### config.mk
export PLATFORM = sky130hd
export DESIGN_NAME = nn_sweep_ctrl
export DESIGN_NICKNAME = d
export VERILOG_FILES = /design/src/rtl/nn_sweep_pkg.sv /design/src/rtl/nn_settle_timer.sv /design/src/rtl/nn_sweep_ctrl.sv
export SDC_FILE = /design/constraint.sdc
export NUM_CORES = 1
export LEC_CHECK = 0
export CAP_MARGIN = 5
export CELL_PAD_IN_SITES_DETAIL_PLACEMENT = 0
export CELL_PAD_IN_SITES_GLOBAL_PLACEMENT = 1
export CORE_UTILIZATION = 36
export DETAILED_ROUTE_END_ITERATION = 8
export GPL_TIMING_DRIVEN = 1
export PLACE_DENSITY = 0.87
export SLEW_MARGIN = 20
export SYNTH_ARGS = -nofsm -noshare
export SYNTH_HDL_FRONTEND = slang
export SYNTH_SLANG_ARGS = --single-unit
### constraint.sdc
create_clock -name clk -period 2.1 [get_ports clk]
set_clock_uncertainty 0.15 [all_clocks]
set_input_delay 0.315 -clock clk [delete_from_list [all_inputs] [get_ports clk]]
set_output_delay 0.315 -clock clk [all_outputs]
set_load 0.02 [all_outputs]
### src/rtl/nn_sweep_pkg.sv
// nn_sweep_pkg: shared types and sizes for the exhaustive 4-input sweep controller.
//   state_t      : controller FSM states
//   NUM_VECTORS  : number of input vectors swept (all 4-bit combinations)
//   IDX_W        : width of the vector index
//   CNT_W        : width of the settle counter
package nn_sweep_pkg;

  localparam int unsigned NUM_VECTORS = 16;
  localparam int unsigned IDX_W       = 4;
  localparam int unsigned CNT_W       = 8;

  typedef enum logic [1:0] {
    IDLE   = 2'd0,
    SETTLE = 2'd1,
    SAMPLE = 2'd2,
    DONE   = 2'd3
  } state_t;

endpackage : nn_sweep_pkg

### src/rtl/nn_settle_timer.sv
// nn_settle_timer: settle-time countdown for one applied vector.
//   clk     : clock, rising edge
//   rst     : synchronous active-high reset
//   load    : restart the countdown at SETTLE_CYCLES (issued as a vector is applied)
//   expired : registered, high during the last cycle of the settle window
module nn_settle_timer
  import nn_sweep_pkg::*;
#(
  parameter int unsigned SETTLE_CYCLES = 8
) (
  input  logic clk,
  input  logic rst,
  input  logic load,
  output logic expired
);

  logic [CNT_W-1:0] r_cnt;
  logic [CNT_W-1:0] w_cnt_n;
  logic             r_expired;

  // Count down from SETTLE_CYCLES, saturating at zero.
  always_comb begin
    w_cnt_n = r_cnt;
    if (load) begin
      w_cnt_n = CNT_W'(SETTLE_CYCLES);
    end else if (r_cnt != '0) begin
      w_cnt_n = r_cnt - CNT_W'(1);
    end
  end

  // The window covers counts SETTLE_CYCLES..1, so flag the cycle holding count 1.
  always_ff @(posedge clk) begin
    if (rst) begin
      r_cnt     <= '0;
      r_expired <= 1'b0;
    end else begin
      r_cnt     <= w_cnt_n;
      r_expired <= (w_cnt_n == CNT_W'(1));
    end
  end

  assign expired = r_expired;

endmodule : nn_settle_timer

### src/rtl/nn_sweep_ctrl.sv
// nn_sweep_ctrl: drives all 16 vectors into a 4-input combinational DUT, captures
// its output per vector and compares against a golden truth table.
//   clk, rst            : clock and synchronous active-high reset
//   start               : sweep request, honoured only in IDLE
//   abort               : cancel a running sweep (wins over start)
//   expected[15:0]      : golden truth table, bit i = expected w for vector i
//   w                   : DUT output
//   a, b, c, d          : DUT inputs, a = index bit 3 ... d = index bit 0
//   busy                : high while vectors are being applied/sampled
//   done                : one-cycle pulse after a completed sweep
//   truth_table[15:0]   : captured w values, bit i = vector i
//   mismatch            : sticky, set on first captured/expected difference
//   fail_index[3:0]     : index of the first mismatching vector
module nn_sweep_ctrl
  import nn_sweep_pkg::*;
#(
  parameter int unsigned SETTLE_CYCLES = 8
) (
  input  logic        clk,
  input  logic        rst,
  input  logic        start,
  input  logic        abort,
  input  logic [15:0] expected,
  input  logic        w,
  output logic        a,
  output logic        b,
  output logic        c,
  output logic        d,
  output logic        busy,
  output logic        done,
  output logic [15:0] truth_table,
  output logic        mismatch,
  output logic [3:0]  fail_index
);

  if (SETTLE_CYCLES == 0 || SETTLE_CYCLES > 255) begin : g_bad_settle
    $error("nn_sweep_ctrl: SETTLE_CYCLES must be in 1..255");
  end

  localparam logic [IDX_W-1:0] LAST_IDX = IDX_W'(NUM_VECTORS - 1);

  state_t                 r_state;
  state_t                 w_state_n;
  logic [IDX_W-1:0]       r_index;
  logic [IDX_W-1:0]       w_index_n;
  logic [NUM_VECTORS-1:0] r_expected_q;
  logic [NUM_VECTORS-1:0] r_truth;
  logic                   r_mismatch;
  logic [IDX_W-1:0]       r_fail_index;
  logic [IDX_W-1:0]       r_vec;
  logic                   r_busy;
  logic                   r_done;
  logic                   w_accept;
  logic                   w_capture;
  logic                   w_load;
  logic                   w_expired;

  nn_settle_timer #(
    .SETTLE_CYCLES (SETTLE_CYCLES)
  ) u_settle_timer (
    .clk     (clk),
    .rst     (rst),
    .load    (w_load),
    .expired (w_expired)
  );

  // Next-state, index advance and per-cycle strobes.
  always_comb begin
    w_state_n = r_state;
    w_index_n = r_index;
    w_accept  = 1'b0;
    w_capture = 1'b0;
    w_load    = 1'b0;
    case (r_state)
      IDLE: begin
        if (start && !abort) begin
          w_state_n = SETTLE;
          w_index_n = '0;
          w_accept  = 1'b1;
          w_load    = 1'b1;
        end
      end
      SETTLE: begin
        if (abort) begin
          w_state_n = IDLE;
        end else if (w_expired) begin
          w_state_n = SAMPLE;
        end
      end
      SAMPLE: begin
        if (abort) begin
          w_state_n = IDLE;
        end else begin
          w_capture = 1'b1;
          if (r_index == LAST_IDX) begin
            w_state_n = DONE;
          end else begin
            w_state_n = SETTLE;
            w_index_n = r_index + IDX_W'(1);
            w_load    = 1'b1;
          end
        end
      end
      DONE: begin
        w_state_n = IDLE;
      end
      default: begin
        w_state_n = IDLE;
      end
    endcase
  end

  // State, capture/compare and registered outputs.
  always_ff @(posedge clk) begin
    if (rst) begin
      r_state      <= IDLE;
      r_index      <= '0;
      r_expected_q <= '0;
      r_truth      <= '0;
      r_mismatch   <= 1'b0;
      r_fail_index <= '0;
      r_vec        <= '0;
      r_busy       <= 1'b0;
      r_done       <= 1'b0;
    end else begin
      r_state <= w_state_n;
      r_index <= w_index_n;

      if (w_accept) begin
        r_expected_q <= expected;
        r_truth      <= '0;
        r_mismatch   <= 1'b0;
        r_fail_index <= '0;
      end

      if (w_capture) begin
        r_truth[r_index] <= w;
        if ((w != r_expected_q[r_index]) && !r_mismatch) begin
          r_mismatch   <= 1'b1;
          r_fail_index <= r_index;
        end
      end

      // Vector and busy follow the state being entered so they line up with it.
      r_busy <= (w_state_n == SETTLE) || (w_state_n == SAMPLE);
      r_vec  <= ((w_state_n == SETTLE) || (w_state_n == SAMPLE)) ? w_index_n : '0;

      // done is the registered image of DONE, dropped if the sweep is aborted there.
      r_done <= (r_state == DONE) && !abort;
    end
  end

  assign a           = r_vec[3];
  assign b           = r_vec[2];
  assign c           = r_vec[1];
  assign d           = r_vec[0];
  assign busy        = r_busy;
  assign done        = r_done;
  assign truth_table = r_truth;
  assign mismatch    = r_mismatch;
  assign fail_index  = r_fail_index;

endmodule : nn_sweep_ctrl

### Word level (Yosys, flattened, before mapping)

Index checks and enable logic that the tools add are counted.

* multiplexer cells: 33
* reduce and logical (&&, ||, !) cells: 10
* order comparisons: 2
* equality and inequality tests: 8
* add/sub/neg operators: 2
* bitwise operators: 1

Operator list (number)
* $mux 16: 3
* $mux 4: 6
* $bwmux 16: 1
* $mux 8: 2
* $mux 1: 11
* $mux 2: 5
* $eq 8x1->1 const B: 1
* $pmux 2 s4: 1
* $pmux 4 s2: 1
* $reduce_bool 8->1: 1
* $sub 8x1->8 const B: 1
* $eq 2x2->1 const B: 3
* $lt 4x5->1 const B: 1
* $add 4x1->4 const B: 1
* $bmux 1 s4: 1
* $demux 1 s4: 1
* $eq 2x1->1 const B: 2
* $eq 4x4->1 const B: 1
* $ge 4x1->1 const B: 1
* $logic_and 1x1->1: 4
* $logic_not 1->1: 2
* $logic_not 2->1: 1
* $pmux 1 s2: 1
* $reduce_or 2->1: 1
* other kinds (3): 3

* output and inout port bits: 27
* register bits: 58

### Depth between registers and ports, before layout

* depth in word-level cells: 8
* mapped depth: 7
* depth with buffers taken out: 7

### Modules after synthesis

From an unflattened synthesis, not the netlist that was laid out.

* cell total of the unflattened synthesis: 314
* area total of the unflattened synthesis: 2772.7 um2

By module, submodules not included
* nn_sweep_ctrl: cells each 257, area an instance 2262.2 um2, times used 1, sequential area each 980.9 um2
* nn_settle_timer: cells each 57, area an instance 510.5 um2, times used 1, sequential area each 180.2 um2

### Worst setup path after synthesis

Ideal clock, no wire load.

* path kind: register to register
* start point: reg r_index[0]
* end point: reg r_fail_index[0], in the netlist fail_index[0]
* arrival: 1.886 ns
* data required time: 1.822 ns
* path buffers: 1
* setup slack: -0.064 ns
* setup time: 0.128 ns
* stages on the path, launching flop included: 7
* cell sequence: dfxtp_1 -> buf_6 -> mux2_4 -> mux4_2 -> mux2_4 -> o21ai_1 -> a21oi_1

* word-level cells in the longest chain between the ends: 6

Ends and longest elaborated chain
* start: declaration: RTL line nn_sweep_ctrl.sv:44 `logic [IDX_W-1:0] r_index;`
* start signal: assignment: RTL line nn_sweep_ctrl.sv:127 `r_index <= w_index_n;`
* $bmux 1 s4: RTL line nn_sweep_ctrl.sv:138 `if ((w != r_expected_q[r_index]) && !r_mismatch) begin`
* $mux 1 (implied by the code): RTL line nn_sweep_ctrl.sv:138
* $ne 1x1->1: RTL line nn_sweep_ctrl.sv:138
* $logic_and 1x1->1: RTL line nn_sweep_ctrl.sv:138
* $mux 4 (*): RTL line nn_sweep_ctrl.sv:138
* $mux 4 (*): RTL line nn_sweep_ctrl.sv:136 `if (w_capture) begin`
* end signal: assignment: RTL line nn_sweep_ctrl.sv:140 `r_fail_index <= r_index;`
* end: declaration: RTL line nn_sweep_ctrl.sv:49 `logic [IDX_W-1:0] r_fail_index;`

Every way passes the cells marked *; elsewhere a longest branch is shown, timed or not. The select of a mux whose other input is x is not followed.
A chain may end at the register's enable or synchronous reset.

### Worst setup path after layout

* start point: reg r_index[0]
* end point: reg r_fail_index[1], in the netlist fail_index[1]

* word-level cells in the longest chain between the ends: 6

Ends and longest elaborated chain (RTL line)
* $bmux 1 s4: nn_sweep_ctrl.sv:138
* $mux 1 (implied by the code): nn_sweep_ctrl.sv:138
* $ne 1x1->1: nn_sweep_ctrl.sv:138
* $logic_and 1x1->1: nn_sweep_ctrl.sv:138
* $mux 4: nn_sweep_ctrl.sv:138
* $mux 4: nn_sweep_ctrl.sv:136

No other way between the ends. The select of a mux whose other input is x is not followed.

==> results.cfg <==
[final_layout]
antenna_cells = 0
final_nets = 400
fin_area_um2 = 3691
regArea_um2 = 1165
fillCellCount = 694
multi_input_area_um2 = 1478
drive_above_1_share_pct = 15.61
area_growth_pct = 33.36
final_cells = 477

[placement]
dp_hpwl_um = 4474
gp_congestion = 0.7924
placed_cells = 461
place_area_um2 = 3418
port_buffers = 47

[job]
max_cap_violations = 0

[min_path]
min_path_type = reg2reg
hp-start = r_expected_q[6]

[logic_synthesis]
syn_nets = 339
async_flop_share_pct = 0
synth_cell_types = 50
synth.yosys.seq_area_share_pct = 41.95
ys_ff_latch = 58
synth-main-ff-cell = dfxtp_1
yosysWarnings = 0
synthesis.area_um2 = 2768
synthCells = 312
synth-edff-count = 0
avgSynthCellArea_um2 = 8.871

[critical_path]
crit_path_start_kind = flop
worstPathRequired_ns = 2.17
r2r_start = r_index[0]
rrSetupSlack_ns = 0.002
cp_data_arrival_time_ns = 2.17
crit_end = fail_index[1]
r2r_cells = 5
regToRegEndpoint = fail_index[1]
setup.worst_path.end_class = flop
crit_start = r_index[0]
crit_fanout = 10
crit_type = reg2reg

[floorplan]
initial_utilization_pct = 37.75
core-area_um2 = 7331
die_h_um = 89.68
die_area_um2 = 8043
io_pins = 48
die_w_um = 89.68
rows = 31

[grt]
grt_pass1_wl_um = 10350
grt_pass1_vias = 2227
antenna_found_initial = 0
gr-total-overflow = 0
groute.usage.overall_pct = 17.13
grt_start_max_net_pins = 37

[sta]
fmax_mhz = 476.5
rsz0062_at_grt = yes
relSlewSlack_pct = 65.89
worst_slew_pin_slew_ns = 0.5098
final-hold-violation-count = 0
slew_violations = 0
setup_viol = 0
final.min_clock_period_ns = 2.098
fin_crit_sh_pct = 99.93

[clocking]
clk_pin_slew_ns = 0.06
cts_tree = built
numCtsBuffers = 9
cts-root-buf = clkbuf_8
max-clock-path-buffers = 2
worstSkewPairLatency_ns = 0.34
cts_setup_buffers = 0
holdBufCountCts = 0
cts_max_level = 3
cts_sinks = 58

[routing]
wl_per_cell_um = 12.90
via_count = 2350
detail-route-antenna-nets = 0
dr.pass1.iters = 4
drt_wl_total_um = 6153
drc_errors = 0
initialDrtViolationCount = 81
vias_per_cell = 4.927

[power]
p_leak_nw = 1.313
powerDensity_nw_per_um2 = 854.4
vdd_drop_max_mv = 0.7419

[status]
status = finished, final reports clean
## sequential cells by signal, summed over array words and instances (netlist names)
name / count
r_expected_q: 16
truth_table: 16
u_settle_timer.r_cnt: 8
fail_index: 4
r_index: 4
r_vec: 4
r_state: 2
busy: 1
done: 1
mismatch: 1
u_settle_timer.expired: 1
## metrics by stage
stage          setup slack [ns]  setup TNS, ns  utilization (%)  power, mW  hold slack, ns
3_5_place_dp            -0.1251         -1.482            46.63      1.885          0.2976
6_report               0.001516              0            50.35      3.154          0.3061
2_1_floorplan         -0.007817       -0.01563                -      1.731          0.2418
4_1_cts               -0.009255       -0.01665            50.20      3.187          0.3079
5_1_grt                -0.05918        -0.1745            50.35      3.338          0.3279
3_3_place_gp           -0.07119        -0.3508            46.63      1.871          0.2965
## worst min path at each step
stage	end	slack [ns]	cells after the start
after CTS	r_expected_q[10]	0.31	2
final	r_expected_q[6]	0.31	2
after global placement	r_expected_q[2]	0.30	2
after global routing	r_expected_q[10]	0.33	2
after floorplan	r_index[1]	0.24	1
after detailed placement	r_expected_q[9]	0.30	2
## power by group
part | total, mW | internal [mW] | switching [mW] | leakage, nW
sequential | 1.26 | 1.18 | 0.0793 | 0.472
combinational | 0.602 | 0.288 | 0.314 | 0.712
clock | 1.29 | 0.849 | 0.442 | 0.129
## cell usage after synthesis (3+ instances only)
master	instances	share of area (%)
a21oi_1	42	7.6
and2_1	5	1.1
buf_6	4	1.6
clkbuf_1	8	1.1
dfxtp_1	58	42
ha_1	6	2.7
inv_1	5	0.68
mux2_2	3	1.2
mux2_4	5	2.7
nand2_1	50	6.8
nand2b_1	5	1.1
nand3_1	18	3.3
nand4_1	4	0.90
nor2_1	10	1.4
nor2b_1	10	2.3
nor3_1	11	2.0
o211ai_1	12	3.3
o21ai_1	6	1.1
or3_1	4	0.90
xnor2_1	3	0.95
xor2_1	5	1.6
## area by class of cell
class / instances / area share, %
multi-input combinational: 230 / 40.03
sequential: 58 / 31.56
timing repair buffer: 67 / 17.15
clock buffer: 11 / 4.102
tap: 99 / 3.356
clock inverter: 5 / 2.712
inverter: 7 / 1.085
## worst max-delay path: stages, from the launching register on
cell	delay, ns
dfxtp_4	0.44
mux2_4	0.31
mux4_2	0.54
mux2_4	0.33
o21ai_1	0.13
a21oi_1	0.07
## what timing repair did
item	CTS	global route
setup endpoints to repair	3	9
gates resized for setup	3	3
pin swaps	0	0
## kinds of logic after synthesis
family                     share of synthesized area [%]
xor gates and xnor gates                           2.532
buffers and inverters                              5.334
and+or+nand+nor                                    24.32
DFF                                                41.95
muxes                                              8.363
adders and majority gates                          2.712
AOI/OAI and AO/OA                                  14.78
## cell usage in the layout (no fill, tap or decap), types with 2 or more instances in the layout
cell             count
a31oi_1              2
mux2_4               7
or3_1                4
or4b_1               2
clkbuf_8            11
bufinv_16            3
nand2_1             50
inv_1                5
and3_1               2
nor2b_1             10
a21oi_1             42
xnor2_1              3
nor4_2               2
mux2_1               2
and2_1               5
nand3b_1             2
nand3_1             17
mux2i_4              2
nor2_1              10
clkdlybuf4s50_1     47
o21ai_1              6
ha_1                 6
o211ai_1            12
buf_4               19
nor3_1              10
mux4_2               2
xor2_1               5
nand2b_1             5
dfxtp_1             57
nand4_1              4
clkinv_2             2
## layer usage
layer	routed length (µm)	up-vias	global-route usage (%)
li1	-	1227	-
met1	2889	1065	21.03
met2	2856	50	26.93
met3	287	8	4.479
met4	119	0	10.39
met5	0	-	0
No activity file was read; power rests on OpenSTA's default activity.
